<file path="src/rtl/mem_req_arbiter.sv">
// -----------------------------------------------------------------------------
// mem_req_arbiter
//
// Purpose:
//   Shares one single-port synchronous word RAM among NPORTS requesters, for
//   example instruction fetch, data load/store and an FPGA loader. Requesters
//   present byte addresses, which are converted to word addresses. Misaligned
//   and out-of-range requests are answered with an error response and never
//   reach the RAM. The arbiter tolerates RAM_LAT cycles of read latency. The
//   grant policy is fixed priority (port 0 highest) or round robin.
//
//   Transaction flow, with the accept in cycle T:
//     IDLE   (T)       grant one valid port; req_ready strobes for that port
//     ACCESS (T+1)     ram_addr/ram_din driven; ram_we high for writes only
//     WAIT             reads only; RAM_LAT cycles, the last one samples ram_dout
//     RESP             one-cycle rsp_valid pulse for the granted port
//   An erroneous request goes straight from IDLE to RESP, so its response
//   appears in T+1.
//
// Ports:
//   clk        system clock, rising edge
//   rst        synchronous reset, active high
//   req_valid  [NPORTS]          per-port request valid
//   req_write  [NPORTS]          per-port 1 = write, 0 = read
//   req_addr   [NPORTS*ADDR_W]   per-port byte address, port i at [i*ADDR_W +: ADDR_W]
//   req_wdata  [NPORTS*DATA_W]   per-port write data
//   req_ready  [NPORTS]          one-hot accept strobe (combinational)
//   rsp_valid  [NPORTS]          one-hot response pulse (registered)
//   rsp_err                      error flag, qualified by any rsp_valid
//   rsp_rdata  [DATA_W]          read data, held between responses
//   ram_addr   [RAM_AW]          RAM word address (registered, held outside ACCESS)
//   ram_we                       RAM write enable (registered, ACCESS cycle only)
//   ram_din    [DATA_W]          RAM write data (registered, held outside ACCESS)
//   ram_dout   [DATA_W]          RAM read data
//   busy                         high whenever the FSM is not in IDLE
// -----------------------------------------------------------------------------
module mem_req_arbiter #(
   parameter int NPORTS  = 2,
   parameter int DATA_W  = 32,
   parameter int ADDR_W  = 32,
   parameter int RAM_AW  = 12,
   parameter int RAM_LAT = 1,
   parameter int RR_MODE = 0
) (
   input  logic                     clk,
   input  logic                     rst,
   input  logic [NPORTS-1:0]        req_valid,
   input  logic [NPORTS-1:0]        req_write,
   input  logic [NPORTS*ADDR_W-1:0] req_addr,
   input  logic [NPORTS*DATA_W-1:0] req_wdata,
   output logic [NPORTS-1:0]        req_ready,
   output logic [NPORTS-1:0]        rsp_valid,
   output logic                     rsp_err,
   output logic [DATA_W-1:0]        rsp_rdata,
   output logic [RAM_AW-1:0]        ram_addr,
   output logic                     ram_we,
   output logic [DATA_W-1:0]        ram_din,
   input  logic [DATA_W-1:0]        ram_dout,
   output logic                     busy
);

   // Port-index width and WAIT counter width. The counter holds up to RAM_LAT-1.
   localparam int PW = (NPORTS > 1) ? $clog2(NPORTS) : 1;
   localparam int CW = (RAM_LAT > 1) ? $clog2(RAM_LAT) : 1;

   typedef enum logic [1:0] {
      IDLE   = 2'd0,
      ACCESS = 2'd1,
      WAIT   = 2'd2,
      RESP   = 2'd3
   } state_t;

   state_t            state;
   state_t            next_state;

   // Round-robin pointer: the most recently accepted port.
   logic [PW-1:0]     rr_ptr;

   // Transaction context captured at accept.
   logic [PW-1:0]     cur_port;
   logic              cur_write;
   logic [CW-1:0]     wait_cnt;

   // Arbitration results for the current cycle.
   logic              gnt_found;
   logic [PW-1:0]     gnt_idx;
   logic [PW:0]       cand;
   logic              accept;

   // Request fields of the granted port.
   logic [ADDR_W-1:0] addr_arr  [NPORTS];
   logic [DATA_W-1:0] wdata_arr [NPORTS];
   logic [ADDR_W-1:0] sel_addr;
   logic [ADDR_W-1:0] sel_waddr;
   logic [DATA_W-1:0] sel_wdata;
   logic              sel_write;
   logic              sel_misaligned;
   logic              sel_out_of_range;
   logic              sel_err;

   function automatic logic [NPORTS-1:0] to_onehot(input logic [PW-1:0] idx);
      logic [NPORTS-1:0] vec;
      vec      = '0;
      vec[idx] = 1'b1;
      return vec;
   endfunction

   // Split the flat request buses into per-port words.
   for (genvar i = 0; i < NPORTS; i++) begin : g_unpack
      assign addr_arr[i]  = req_addr[i*ADDR_W +: ADDR_W];
      assign wdata_arr[i] = req_wdata[i*DATA_W +: DATA_W];
   end

   // ---------------------------------------------------------------------------
   // Arbitration. Candidates are visited in priority order and the first valid
   // one wins. In round-robin mode the scan starts one past the last winner
   // and wraps modulo NPORTS. In fixed mode it starts at port 0.
   // ---------------------------------------------------------------------------
   always_comb begin
      // NOTE: every variable assigned in this block gets a default first, so
      // no path leaves one unassigned and no latch is inferred.
      gnt_found = 1'b0;
      gnt_idx   = '0;
      cand      = '0;
      for (int k = 1; k <= NPORTS; k++) begin
         if (RR_MODE != 0) begin
            cand = (PW+1)'(rr_ptr) + (PW+1)'(k);
            if (cand >= (PW+1)'(NPORTS)) begin
               cand = cand - (PW+1)'(NPORTS);
            end
         end else begin
            cand = (PW+1)'(k - 1);
         end
         if (!gnt_found && req_valid[cand[PW-1:0]]) begin
            gnt_found = 1'b1;
            gnt_idx   = cand[PW-1:0];
         end
      end
   end

   // Grants are offered only in IDLE and never while reset is asserted.
   assign accept    = !rst && (state == IDLE) && gnt_found;
   assign req_ready = accept ? to_onehot(gnt_idx) : '0;

   // Decode the granted request.
   assign sel_addr         = addr_arr[gnt_idx];
   assign sel_wdata        = wdata_arr[gnt_idx];
   assign sel_write        = req_write[gnt_idx];
   assign sel_waddr        = sel_addr >> 2;
   assign sel_misaligned   = (sel_addr[1:0] != 2'b00);
   // Any word-address bit at or above RAM_AW means the access misses the RAM.
   assign sel_out_of_range = ((sel_waddr >> RAM_AW) != '0);
   assign sel_err          = sel_misaligned || sel_out_of_range;

   // ---------------------------------------------------------------------------
   // Next-state logic.
   // ---------------------------------------------------------------------------
   always_comb begin
      next_state = state;
      case (state)
         IDLE: begin
            if (accept) begin
               next_state = sel_err ? RESP : ACCESS;
            end
         end
         ACCESS:  next_state = cur_write ? RESP : WAIT;
         WAIT: begin
            if (wait_cnt == '0) begin
               next_state = RESP;
            end
         end
         RESP:    next_state = IDLE;
         default: next_state = IDLE;
      endcase
   end

   // ---------------------------------------------------------------------------
   // State register and registered datapath.
   // ---------------------------------------------------------------------------
   always_ff @(posedge clk) begin
      // NOTE: rst is sampled here at the clock edge, so it acts synchronously.
      // There are no storage arrays, so every register, including the datapath
      // registers, is cleared. Any in-flight access is dropped without a
      // response.
      if (rst) begin
         state     <= IDLE;
         rr_ptr    <= PW'(NPORTS - 1);
         cur_port  <= '0;
         cur_write <= 1'b0;
         wait_cnt  <= '0;
         rsp_valid <= '0;
         rsp_err   <= 1'b0;
         rsp_rdata <= '0;
         ram_addr  <= '0;
         ram_we    <= 1'b0;
         ram_din   <= '0;
         busy      <= 1'b0;
      end else begin
         // NOTE: non-blocking assignments throughout. Every right-hand side
         // sees the pre-edge values, independent of statement order.
         state     <= next_state;
         busy      <= (next_state != IDLE);
         // Single-cycle strobes fall back to zero unless re-asserted below.
         ram_we    <= 1'b0;
         rsp_valid <= '0;
         rsp_err   <= 1'b0;

         case (state)
            IDLE: begin
               if (accept) begin
                  cur_port  <= gnt_idx;
                  cur_write <= sel_write;
                  rr_ptr    <= gnt_idx;
                  if (sel_err) begin
                     // Rejected request: the RAM is left untouched and the
                     // error response lands in the next cycle.
                     rsp_valid <= to_onehot(gnt_idx);
                     rsp_err   <= 1'b1;
                     rsp_rdata <= '0;
                  end else begin
                     ram_addr <= sel_waddr[RAM_AW-1:0];
                     ram_we   <= sel_write;
                     if (sel_write) begin
                        ram_din <= sel_wdata;
                     end
                  end
               end
            end
            ACCESS: begin
               // WAIT runs for RAM_LAT cycles. Its last cycle sees valid ram_dout.
               wait_cnt <= CW'(RAM_LAT - 1);
               if (cur_write) begin
                  rsp_valid <= to_onehot(cur_port);
               end
            end
            WAIT: begin
               if (wait_cnt == '0) begin
                  rsp_rdata <= ram_dout;
                  rsp_valid <= to_onehot(cur_port);
               end else begin
                  wait_cnt <= wait_cnt - 1'b1;
               end
            end
            default: begin
               // RESP: the response pulse is already on the outputs.
            end
         endcase
      end
   end

endmodule
</file>
<file path="config.mk">
export PLATFORM = sky130hd
export DESIGN_NAME = mem_req_arbiter
export DESIGN_NICKNAME = d
export VERILOG_FILES = /design/src/rtl/mem_req_arbiter.sv
export SDC_FILE = /design/constraint.sdc
export NUM_CORES = 1
export LEC_CHECK = 0
export ABC_AREA = 1
export CAP_MARGIN = 20
export CORE_ASPECT_RATIO = 0.7
export CORE_MARGIN = 1.5
export CORE_UTILIZATION = 35
export CTS_BUF_LIST = sky130_fd_sc_hd__clkbuf_2
export CTS_CLUSTER_SIZE = 16
export DETAILED_ROUTE_END_ITERATION = 6
export GPL_ROUTABILITY_DRIVEN = 0
export PLACE_DENSITY = 0.85
export SLEW_MARGIN = 20
export SYNTH_ARGS = -nofsm -noshare
export SYNTH_HDL_FRONTEND = slang
export SYNTH_SLANG_ARGS = --single-unit
</file>
<file path="constraint.sdc">
create_clock -name clk -period 1.55 [get_ports clk]
set_input_delay 0.2325 -clock clk [delete_from_list [all_inputs] [get_ports clk]]
set_output_delay 0.2325 -clock clk [all_outputs]
set_load 0.05 [all_outputs]
</file>
After elaboration in Yosys (flattened, before gate mapping)
Cells that the tools add are included.

Bitwise logic cells: 4. Eq/ne operators: 6. Mux-type cells: 33. $lt $le $gt $ge: 5. $add $sub $neg: 1. Reduce and logical (&&, ||, !) cells: 20.

Operator list (count): two-way mux 32 bit (9); case mux 32 bit (2 select lines) (1); nonzero test 32 bit (1); two-way mux 2 bit (8); two-way mux 1 bit (10); case mux 2 bit (4 select lines) (1); AND reduction 4 bit (2); nonzero test 2 bit (4); inequality test 2 bit (second input constant) (3); case mux 2 bit (3 select lines) (1); logical AND 1 bit (5); == test 2 bit (second input constant) (2); < comparator 1 x 2 -> 1 bit (second input constant) (2); OR reduction 4 bit (1); inverter 1 bit (3); AND reduction 3 bit (1); OR reduction 3 bit (1); demux 1 bit (select 1 bit) (2); == test 2 x 1 -> 1 bit (second input constant) (1); greater-or-equal comparator 1 bit (second input constant) (2); greater-or-equal comparator 2 bit (second input constant) (1); zero test 1 bit (2); zero test 2 bit (1); inverter 1 -> 2 bit (1); 4 further kinds (4).

Output and inout port bits: 83. Logic and storage cells: 80. Bits of input ports: 166. Bits in registers: 86.

Depth between registers and ports, before layout
Gate-level depths: netlist (run 1).

Word-level depth: 14. Depth in mapped cells: 13.

Worst setup path before layout (run 1)
Ideal clock, no wire load.

Path type: flip-flop to flip-flop. From: register state[0]. To: register rsp_valid[1]. Cell stages (with the launch flop): 9. Period minus slack after synthesis: 1833 ps. Arrival time: 1763 ps. Slack: -283 ps. Buffers on the path: 0. Cells stage by stage: dfxtp_1 -> inv_1 -> ha_1 -> inv_1 -> nor2_2 -> nand2_2 -> nor2_1 -> nand2_1 -> a21oi_1.

Word-level cells in the longest chain between the ends: 5.

Ends and longest elaborated chain: start: declaration (line 73) `state_t state;`; start signal: assignment (line 201) `state <= next_state;`; zero test 2 bit (line 142, 208); logical AND 1 bit (2 in a row) (line 142) `assign accept = !rst && (state == IDLE) && gnt_found;`; two-way mux 2 bit (line 210) `if (accept) begin`; case mux 2 bit (3 select lines) * (line 208) `case (state)`; end signal: assignment (line 217) `rsp_valid <= to_onehot(gnt_idx);`; end signal: assignment (line 233) `rsp_valid <= to_onehot(cur_port);`; end signal: assignment (line 239) `rsp_valid <= to_onehot(cur_port);`; end: declaration (line 52) `output logic [NPORTS-1:0] rsp_valid,`.

Mark *: on every way between the ends. The rest lies on a longest branch, timed or not. A chain may end at the register's enable or synchronous reset.

Worst setup path in the final report (run 1)
From: register state[0]. To: output req_ready[1].

Word-level cells in the longest chain between the ends: 4.

Ends and longest elaborated chain: zero test 2 bit (line 142); logical AND 1 bit (2 in a row) (line 142); two-way mux 2 bit (line 143) `assign req_ready = accept ? to_onehot(gnt_idx) : '0;`; end: declaration (line 51) `output logic [NPORTS-1:0] req_ready,`.

No other way between the ends.

==> results of run 1 <==
-- path summary, 6_finish.rpt --
| path | start | to |
|---|---|---|
| setup reg to reg | state[0]$_SDFF_PP0_ | ram_din[1]$_SDFFE_PP0P_ |
| setup / recovery | state[0]$_SDFF_PP0_ | req_ready[1] |
| hold reg to reg | ram_addr[2]$_SDFFE_PP0P_ | ram_addr[2]$_SDFFE_PP0P_ |
| hold / removal | ram_dout[14] | rsp_rdata[14]$_SDFFE_PP0P_ |
-- synth_stat cells (all sizes together) --
| cell type | n |
|---|---|
| o31ai | 1 |
| inv | 11 |
| nor2 | 145 |
| dfxtp | 85 |
| clkbuf | 18 |
| ha | 4 |
| o21ai | 32 |
| a21o | 1 |
| nand3 | 1 |
| and2 | 2 |
| a21boi | 15 |
| o22ai | 1 |
| or2 | 1 |
| a21oi | 17 |
| nand3b | 16 |
| nand2 | 270 |
| buf | 21 |
-- registers in the layout (all words and copies together) (netlist names) --
register	flops
busy	1
rsp_err	1
cur_port	1
state	2
rsp_rdata	32
ram_addr	12
ram_din	32
cur_write	1
rsp_valid	2
ram_we	1
-- metrics by stage --
step / setup TNS (ps) / area [µm²]
global placement: -28300 / 6686
finish: -19390 / 7945
floorplan: 0 / 4141
global route: -27600 / 7945
detailed placement: -32150 / 6686
CTS: -9930 / 7263
-- logic make-up after synthesis --
kind of cell	after synthesis	synth area share (%)
adders and majority gates	4	1.214
DFF	85	41.27
AOI/OAI and AO/OA	67	9.196
and+or+nand+nor	435	42.12
buffers and inverters	50	6.191
-- metal layers --
layer | vias to the layer above | part of all wire (%)
li1 | 2556 | -
met1 | 2301 | 44
met2 | 186 | 48
met3 | 26 | 6.2
met4 | 0 | 1.9
met5 | - | 0
-- final cells by class --
class | instances | area [µm²] | area share [%]
clock inverter | 6 | 87.58 | 1.102
inverter | 11 | 77.57 | 0.9764
sequential | 85 | 1704 | 21.45
timing repair buffer | 302 | 3004 | 37.81
tap | 153 | 191.4 | 2.409
clock buffer | 10 | 50.05 | 0.6299
timing repair inverter | 3 | 70.07 | 0.8819
multi-input combinational | 511 | 2760 | 34.74
-- worst register-to-register path: stages (launching register included) --
cell	delay, ps
sky130_fd_sc_hd__dfxtp_2	380
sky130_fd_sc_hd__inv_2	70
sky130_fd_sc_hd__ha_4	140
sky130_fd_sc_hd__inv_4	40
sky130_fd_sc_hd__nor2_4	100
sky130_fd_sc_hd__nand2_2	80
sky130_fd_sc_hd__buf_4	140
sky130_fd_sc_hd__inv_4	60
sky130_fd_sc_hd__nand2_4	60
sky130_fd_sc_hd__nor2_4	100
sky130_fd_sc_hd__buf_12	130
sky130_fd_sc_hd__buf_16	210
sky130_fd_sc_hd__clkinv_16	120
sky130_fd_sc_hd__nor2_4	120
sky130_fd_sc_hd__nor2_1	50
-- power by group through the flow --
stage | clock network (mW) | registers, mW | logic [mW]
floorplan | 0 | 4.24 | 1.75
global placement | 0 | 2.85 | 4.74
detailed placement | 0 | 2.87 | 4.78
CTS | 1.38 | 2.82 | 5.24
global route | 1.46 | 2.94 | 6.52
finish | 1.34 | 2.88 | 6.14
-- repair_timing --
item / in CTS / in global routing
resized for setup: 90 / 124
gates cloned: 9 / 8
setup endpoints to repair: 51 / 83
pin swaps: 24 / 18
setup buffers: 10 / 11
==> results.txt, run 1 <==
----------------------------------------------------
[Layout]
  Diode count ... 0
  Number of nets in the final layout ... 1093
  Relative area change from synthesis to final layout ... 92.72%
  Fraction of layout instances using a drive strength above 1 ... 29.96%
  Non-filler cells in the finished layout ... 1081
  Most common cell after layout, fill and taps aside ... sky130_fd_sc_hd__nand2_1
  Util after Layout ... 70.62%
  Final-layout fill cell count ... 893
  Leading cell types in the layout, fill and taps excluded ... 240 x sky130_fd_sc_hd__nand2_1, 165 x sky130_fd_sc_hd__clkdlybuf4s50_1, 111 x sky130_fd_sc_hd__buf_4

[Global routing]
  Met2 routing resource usage after global routing ... 37.74%
  GR peak layer ... met2
  Pin count of the biggest net entering global routing ... 36
  First-pass GRT wire length ... 22720 µm
  Residual overflow from global routing ... 0
  Number of global-route vias before repair ... 4680
  Routing usage on met1 ... 28.37%
  Aggregate global-route resource usage ... 22.90%
  Antenna violations before repair ... 0
  Routing usage on met3 ... 7.120%

[STA]
  Timing-limited maximum frequency ... 508.4 MHz
  Measured slew at the worst slew-check pin ... 383.5 ps
  Worst Skew ... 27.80 ps
  RSZ-0062 raised after global routing ... true
  Clock period minus worst slack ... 1967 ps
  Fin crit share ... 126.9%
  Number of hold violations in the final report ... 0
  Worst hold margin ... 279.4 ps
  Worst slew margin relative to its limit ... 74.43%
  Least setup slack across all paths after layout ... -417.0 ps
  Setup-violating endpoint count in the final report ... 83
  Max Slew Vio Count ... 0

[Detailed routing]
  Wire length per cell after detailed routing ... 14.53 µm
  First-iteration detailed-routing DRC count ... 182
  Number of nets with antenna violations after detailed routing ... 0
  Routed WL ... 15710 µm
  Total number of vias ... 5069
  Detailed Routing Iterations Pass 1 ... 6
  DRC viols ... 0
  Via-per-instance ratio ... 4.689

[Synth]
  Number of instances in the synthesized netlist ... 641
  Count of synthesis-stage warnings from yosys ... 0
  Dominant cell type by area after synthesis ... sky130_fd_sc_hd__dfxtp_1
  Part of the Yosys area used for sequential elements ... 41.27%
  Area contributors post-synth ... sky130_fd_sc_hd__dfxtp_1 41%, sky130_fd_sc_hd__nand2_1 24%, sky130_fd_sc_hd__nor2_1 13%
  Top-area cell type share of the netlist area ... 41.27%
  Distinct cell type count after synthesis ... 26
  Synthesized area per cell ... 6.432 µm²
  Cell Area, Synth ... 0.004123 mm²
  Syn nets ... 811
  Number of synthesized register bits ... 85

[Worst setup path]
  Most common cell on crit path ... sky130_fd_sc_hd__nor2_4
  Arrival time reported for the critical path endpoint ... 1730 ps
  Depth of the most critical reg-to-reg path ... 14
  Cell breakdown of the critical path ... inv_2 > ha_4 > inv_4 > nor2_4 > nand2_2 > buf_6 > nor2_4 > buf_12
  Required time at the worst-slack endpoint ... 1320 ps
  Worst path buffer plus inverter count ... 4
  Type of the setup path with the least slack ... reg -> out
  Slowest cell on the critical path ... sky130_fd_sc_hd__dfxtp_2
  Type of element capturing the critical path ... output pin
  Top cell family by delay on the critical path ... buffers and inverters
  Critical path depth in cells ... 8
  Maximum fanout encountered on the critical timing path ... 4
  Worst path max stage delay ... 380 ps
  Critical path startpoint category ... flip-flop
  Slack of the worst reg-to-reg path ... -310 ps

[Clocking]
  Clock net sink count ... 85
  Worst-skew pair later-pin latency ... 540 ps
  Hold Buf Count CTS ... 0
  Max Buffers Root-to-Sink ... 2
  Clock root buffer master ... sky130_fd_sc_hd__clkbuf_2
  Clock-pin slew reported for the worst setup and hold paths after clock tree synthesis ... 240 ps
  Total clock buffers created by CTS ... 9
  CTS tree ... built
  H-tree Lvls ... 3

[Hold path]
  Hold Path Cell Cnt ... 5
  Path type of the worst min-delay path ... in -> reg

[Pwr]
  Reported leakage power ... 3.585 nW
  Power, Total ... 10.35 mW
  Power per cell area ... 1303 mW/mm²
  Comb pwr share ... 59.3%
  Clock network fraction of total power ... 12.9%
  Worst IR drop on VDD ... 881.4 µV
  Sw frac ... 45.65%
  Sequential Power Share ... 27.8%
  Cell internal power dissipation ... 5.626 mW
  P_sw ... 4.725 mW

[Run status]
  Outcome ... finished with violations
  Failing checks ... negative setup slack

[Floorplanning]
  Initial standard-cell utilization of the core ... 36.64%
  Die Wd ... 132.7 µm
  Die Y-Extent ... 93.81 µm
  Core Area ... 0.01125 mm²
  Full die area ... 0.01245 mm²
  IO Pins ... 249
  FP Rows ... 32

[Placement]
  Post-placement setup slack ... -503.2 ps
  Placed cell count ... 1032
  HPWL after detailed placement ... 9567 µm
  Port Buffers ... 248

[Flow run]
  Number of max-cap violations ... 0

----------------------------------------------------
Note: power is estimated with default switching activity, not from simulation.
==> inputs of run 2 (changes only) <==
Settings changed: CORE_MARGIN 1.5 to 10, CORE_UTILIZATION 35 to 49, DONT_BUFFER_PORTS set to 1, PLACE_DENSITY 0.85 to 0.72.
==> results.txt, run 2 (synthesis gave the netlist of run 1 again) <==
----------------------------------------------------
[Layout]
  Most common cell after layout, fill and taps aside ... sky130_fd_sc_hd__nand2_1
  Relative area change from synthesis to final layout ... 65.25%
  Number of nets in the final layout ... 992 (-9.2%)
  Fraction of layout instances using a drive strength above 1 ... 25.39% (-4.6 points)
  Leading cell types in the layout, fill and taps excluded ... 254 x sky130_fd_sc_hd__nand2_1, 124 x sky130_fd_sc_hd__dlygate4sd3_1, 107 x sky130_fd_sc_hd__nor2_1
  Non-filler cells in the finished layout ... 930 (-14%)
  Biggest registers after layout ... ram_din (32), rsp_rdata (32), ram_addr (12)
  Final-layout fill cell count ... 427 (-52%)
  Post-route cell area ... 0.006813 mm² (-14%)
  Util after Layout ... 84.73% (+14 points)

[Worst setup path]
  Worst flop-to-flop path startpoint ... state[0]$_SDFF_PP0_
  Required time at the worst-slack endpoint ... 1320 ps (about the same)
  Capturing point of the worst reg2reg path ... ram_din[10]$_SDFFE_PP0P_
  Depth of the most critical reg-to-reg path ... 14 (unchanged)
  Critical path startpoint category ... flip-flop
  Maximum fanout encountered on the critical timing path ... 3 (-1)
  Type of the setup path with the least slack ... reg -> out
  Slack of the worst reg-to-reg path ... -410 ps (-100 ps)
  Type of element capturing the critical path ... output pin
  Arrival time reported for the critical path endpoint ... 1780 ps (+50 ps)

[Pwr]
  Worst IR drop on VDD ... 924.7 µV (+4.9%)
  Power per cell area ... 1450 mW/mm² (+11%)
  Power, Total ... 9.882 mW (-4.5%)
  Reported leakage power ... 3.132 nW (-13%)

[Global routing]
  Number of global-route vias before repair ... 5201 (+11%)
  Antenna violations before repair ... 2 (+2)
  Residual overflow from global routing ... 0 (unchanged)
  First-pass GRT wire length ... 27850 µm (+23%)
  Pin count of the biggest net entering global routing ... 67 (+86%)
  Aggregate global-route resource usage ... 27.45% (+4.5 points)

[Clocking]
  Worst-skew pair later-pin latency ... 560 ps (+20 ps)
  CTS tree ... built
  Total clock buffers created by CTS ... 9 (unchanged)
  Clock-pin slew reported for the worst setup and hold paths after clock tree synthesis ... 240 ps (about the same)
  H-tree Lvls ... 3 (unchanged)
  Max Buffers Root-to-Sink ... 2 (unchanged)
  Clock root buffer master ... sky130_fd_sc_hd__clkbuf_2
  Clock net sink count ... 85 (unchanged)

[STA]
  Worst hold margin ... 65.16 ps (-214.2 ps)
  Measured slew at the worst slew-check pin ... 683.1 ps (+299.6 ps)
  Setup-violating endpoint count in the final report ... 83 (unchanged)
  Least setup slack across all paths after layout ... -457.5 ps (-40.55 ps)
  RSZ-0062 raised after global routing ... true
  Clock period minus worst slack ... 2008 ps (+40.55 ps)
  Timing-limited maximum frequency ... 498.1 MHz (-2.0%)
  Fin crit share ... 129.5% (+2.6 points)
  Total negative slack for setup checks ... -25690 ps (-6290 ps)
  Worst slew margin relative to its limit ... 54.31% (-20 points)
  Number of hold violations in the final report ... 0 (unchanged)
  Worst Skew ... 20.65 ps (-7.146 ps)
  Max Slew Vio Count ... 0 (unchanged)

[Detailed routing]
  Top Metal Used ... met4
  Number of nets with antenna violations after detailed routing ... 0 (unchanged)
  Metal2 WL ... 9473 µm (+26%)
  DRC viols ... 0 (unchanged)
  Detailed Routing Iterations Pass 1 ... 5 (-1)
  Via-per-instance ratio ... 5.662 (+21%)
  Wire length per cell after detailed routing ... 21.02 µm (+45%)
  First-iteration detailed-routing DRC count ... 388 (+110%)
  Detailed route wirelength on metal3 ... 2340 µm (+140%)
  Total number of vias ... 5266 (+3.9%)
  DRT met1 WL ... 6744 µm (-2.6%)
  Routed WL ... 19550 µm (+24%)

[Floorplanning]
  Full die area ... 0.01254 mm² (+0.74%)
  Die Y-Extent ... 96.75 µm (+3.1%)
  Die Wd ... 129.6 µm (-2.3%)
  Core Area ... 0.008040 mm² (-29%)
  FP Rows ... 27 (-16%)
  IO Pins ... 249 (unchanged)
  Initial standard-cell utilization of the core ... 51.28% (+15 points)

[Hold path]
  Hold EP ... cur_write$_SDFFE_PP0P_
  Min-delay src ... req_valid[1]
  Path type of the worst min-delay path ... in -> reg
  Hold Path Cell Cnt ... 5 (unchanged)

[Placement]
  Port Buffers ... 0 (-100%)
  Post-place instance area ... 0.004492 mm² (-33%)
  Post-placement setup slack ... -121.7 ps (+381.5 ps)
  HPWL after detailed placement ... 9842 µm (+2.9%)
  Placed cell count ... 753 (-27%)

[Run status]
  Outcome ... finished with violations
  Failing checks ... negative setup slack

[Flow run]
  Number of max-cap violations ... 0 (unchanged)

----------------------------------------------------
-- run 2: timing repair --
item / in CTS / in global routing
hold endpoints to repair: 82 / 0
setup endpoints to repair: 64 / 111
cloned: 12 / 5
pin swaps: 14 / 23
hold buffers: 124 / 0
setup buffers: 10 / 9
gates resized for setup: 96 / 70
-- run 2: critical path, stage by stage (launching register included) --
cell and delay, ps:
sky130_fd_sc_hd__dfxtp_2 380, sky130_fd_sc_hd__inv_2 80, sky130_fd_sc_hd__ha_4 140, sky130_fd_sc_hd__inv_2 50, sky130_fd_sc_hd__nor2_4 90, sky130_fd_sc_hd__nand2_2 80
sky130_fd_sc_hd__buf_6 140, sky130_fd_sc_hd__nor2_4 110, sky130_fd_sc_hd__buf_12 150
-- run 2: area by class of cell --
cell class	instances	area [µm²]	area share (%)
Sequential cell	85	1745	25.62
Multi-Input combinational cell	512	2541	37.30
Tap cell	101	126.4	1.855
Timing Repair Buffer	199	2112	31.00
Clock buffer	9	45.04	0.6612
Antenna cell	2	5.005	0.07346
Timing Repair inverter	4	55.05	0.8081
Clock inverter	7	112.6	1.653
Inverter	11	70.07	1.028
-- run 2: worst max path at each step --
stage | startpoint | endpoint | slack (ps) | depth (start not counted)
floorplan | state[0]$_SDFF_PP0_ | ram_din[2]$_SDFFE_PP0P_ | 1 | 12
CTS | state[0]$_SDFF_PP0_ | req_ready[1] | -440 | 8
detailed placement | state[0]$_SDFF_PP0_ | ram_din[27]$_SDFFE_PP0P_ | -120 | 11
global route | state[0]$_SDFF_PP0_ | req_ready[1] | -520 | 8
finish | state[0]$_SDFF_PP0_ | req_ready[1] | -460 | 8
global placement | state[0]$_SDFF_PP0_ | ram_din[30]$_SDFFE_PP0P_ | -2 | 11
-- run 2: routing by layer --
| layer | vias up | GRT usage, % |
|---|---|---|
| li1 | 2362 | - |
| met1 | 2410 | 28.29 |
| met2 | 402 | 45.97 |
| met3 | 92 | 11.15 |
| met4 | 0 | 15.75 |
| met5 | - | 0 |
-- run 2: report_power, final --
group / internal, mW / switching, mW / leakage, nW
combinational: 1.91 / 2.79 / 2.33
clock: 0.690 / 0.782 / 0.0937
sequential: 2.65 / 1.06 / 0.708
total: 5.26 / 4.62 / 3.13
==> inputs of run 3 (changes only) <==
Settings changed: PLACE_DENSITY 0.72 to 0.7, SLEW_MARGIN 20 to not set.
Clock period 1.55 ns to 2.4 ns, I/O delays scaled along.
==> results.txt, run 3 (synthesis gave the netlist of run 1 again) <==
----------------------------------------------------
[Run status]
  Outcome ... finished clean

[STA]
  Worst Skew ... 32.76 ps (+12.11 ps)
  Worst slew margin relative to its limit ... 58.29% (+4.0 points)
  Clock period minus worst slack ... 2262 ps
  Max Slew Vio Count ... 0 (unchanged)
  RSZ-0062 raised after global routing ... false
  Measured slew at the worst slew-check pin ... 625.7 ps (-57.44 ps)
  Timing-limited maximum frequency ... 442.0 MHz
  Total negative slack for setup checks ... 0 ps (+25690 ps)
  Setup-violating endpoint count in the final report ... 0 (-100%)
  Number of hold violations in the final report ... 0 (unchanged)
  Worst hold margin ... 47.30 ps (-17.86 ps)
  Fin crit share ... 94.27%

[Global routing]
  First-pass GRT wire length ... 19740 µm (-29%)
  Number of global-route vias before repair ... 3884 (-25%)
  Antenna violations before repair ... 0 (-2)
  Pin count of the biggest net entering global routing ... 67 (unchanged)
  Residual overflow from global routing ... 0 (unchanged)
  Aggregate global-route resource usage ... 19.05% (-8.4 points)

[Pwr]
  Power per cell area ... 1076 mW/mm² (-26%)
  Worst IR drop on VDD ... 464.3 µV (-50%)
  Reported leakage power ... 2.211 nW (-29%)

[Clocking]
  Clock root buffer master ... sky130_fd_sc_hd__clkbuf_2
  Max Buffers Root-to-Sink ... 2 (unchanged)
  H-tree Lvls ... 3 (unchanged)
  Clock-pin slew reported for the worst setup and hold paths after clock tree synthesis ... 230 ps (about the same)
  Total clock buffers created by CTS ... 9 (unchanged)
  Post-CTS setup buffer count ... 0 (-10)
  Worst-skew pair later-pin latency ... 540 ps (-20 ps)
  Clock net sink count ... 85 (unchanged)
  CTS tree ... built

[Detailed routing]
  Routed WL ... 12990 µm (-34%)
  Total number of vias ... 3974 (-25%)
  Wire length per cell after detailed routing ... 16.98 µm (-19%)
  First-iteration detailed-routing DRC count ... 147 (-62%)
  Detailed Routing Iterations Pass 1 ... 4 (-1)
  DRC viols ... 0 (unchanged)
  Via-per-instance ratio ... 5.195 (-8.3%)
  Number of nets with antenna violations after detailed routing ... 0 (unchanged)

[Worst setup path]
  Type of the setup path with the least slack ... reg -> reg
  Slack of the worst reg-to-reg path ... 140 ps (+550 ps)
  Arrival time reported for the critical path endpoint ... 2710 ps (+930 ps)
  Type of element capturing the critical path ... flip-flop
  Critical path startpoint category ... flip-flop
  CP endpoint ... ram_addr[0]$_SDFFE_PP0P_
  Worst flop-to-flop path startpoint ... state[0]$_SDFF_PP0_
  Depth of the most critical reg-to-reg path ... 11 (-3)
  Start point of the critical path ... state[0]$_SDFF_PP0_
  Required time at the worst-slack endpoint ... 2840 ps (+1520 ps)
  Maximum fanout encountered on the critical timing path ... 12 (+9)
  Capturing point of the worst reg2reg path ... ram_addr[0]$_SDFFE_PP0P_

[Layout]
  Number of nets in the final layout ... 829 (-16%)
  Leading cell types in the layout, fill and taps excluded ... 264 x sky130_fd_sc_hd__nand2_1, 142 x sky130_fd_sc_hd__nor2_1, 84 x sky130_fd_sc_hd__dfxtp_1
  Relative area change from synthesis to final layout ... 12.05%
  Fraction of layout instances using a drive strength above 1 ... 6.627% (-19 points)
  Biggest registers after layout ... ram_din (32), rsp_rdata (32), ram_addr (12)
  Util after Layout ... 57.45% (-27 points)
  Most common cell after layout, fill and taps aside ... sky130_fd_sc_hd__nand2_1
  Diode count ... 0 (-2)
  Post-route cell area ... 0.004619 mm² (-32%)

[Floorplanning]
  Initial standard-cell utilization of the core ... 51.28% (unchanged)
  Die Wd ... 129.6 µm (unchanged)
  Core Area ... 0.008040 mm² (unchanged)
  Die Y-Extent ... 96.75 µm (unchanged)
  Full die area ... 0.01254 mm² (unchanged)
  IO Pins ... 249 (unchanged)
  FP Rows ... 27 (unchanged)

[Flow run]
  Number of max-cap violations ... 0 (unchanged)

[Placement]
  HPWL after detailed placement ... 9659 µm (-1.9%)
  Post-place instance area ... 0.004118 mm² (-8.3%)
  Port Buffers ... 0 (unchanged)

[Hold path]
  Path type of the worst min-delay path ... in -> reg

----------------------------------------------------
## run 3: area by class of cell
| class | count | area [µm²] |
|---|---|---|
| flip-flops and latches | 85 | 1703 |
| clock buffers | 11 | 55.05 |
| repair buffers | 46 | 440.4 |
| multi-input cells | 506 | 2168 |
| clock inverters | 5 | 85.08 |
| inverters | 11 | 41.29 |
| well taps | 101 | 126.4 |
| fillers | 775 | 3421 |
## run 3: power by group
group          leakage, nW  switching (mW)  internal, mW
Sequential           0.692            1.11          1.69
Clock               0.0823           0.497         0.357
Combinational         1.44           0.817         0.502
Total                 2.21            2.42          2.55
## run 3: critical path: stages, from the launching register on
cell and delay [ps]:
sky130_fd_sc_hd__dfxtp_1 390, sky130_fd_sc_hd__inv_1 110, sky130_fd_sc_hd__ha_1 170, sky130_fd_sc_hd__inv_2 70, sky130_fd_sc_hd__nor2_2 150, sky130_fd_sc_hd__nand2_2 130, sky130_fd_sc_hd__inv_2 130, sky130_fd_sc_hd__nand3_1 120
sky130_fd_sc_hd__buf_4 200, sky130_fd_sc_hd__nand2_1 70, sky130_fd_sc_hd__a21oi_1 70, sky130_fd_sc_hd__dlygate4sd3_1 580
## run 3: what timing repair did
action,4_1_cts,5_1_grt
hold buffers,27,8
resized for setup,0,6
endpoints found under the hold margin,38,6
endpoints found under the setup margin,0,3
## run 3: worst min-delay path by stage
stage	from	to	slack [ps]	cells after the start
after global routing	req_wdata[49]	ram_din[17]$_SDFFE_PP0P_	0.5	4
after floorplan	rst	ram_addr[0]$_SDFFE_PP0P_	430	1
final	req_wdata[49]	ram_din[17]$_SDFFE_PP0P_	50	4
after global placement	rst	ram_addr[4]$_SDFFE_PP0P_	430	1
after CTS	req_addr[5]	ram_addr[3]$_SDFFE_PP0P_	0.4	4
after detailed placement	rst	ram_addr[9]$_SDFFE_PP0P_	430	1
## run 3: layer usage
layer / track usage, % / up-vias / part of all wire (%)
met1: 19.89 / 1792 / 38
met3: 9.793 / 14 / 11
met2: 32.54 / 162 / 50
met4: 5.565 / 0 / 1.4
li1: - / 2006 / -
met5: 0 / - / 0
## run 3: through the flow
| stage | total power, mW | setup slack [ps] | cells |
|---|---|---|---|
| after floorplan | 3.838 | 497.1 | 641 |
| after global placement | 4.016 | 448.3 | 714 |
| after detailed placement | 4.093 | 344.2 | 714 |
| after CTS | 4.979 | 74.52 | 757 |
| after global routing | 5.293 | 7.673 | 765 |
| final | 4.969 | 137.6 | 765 |
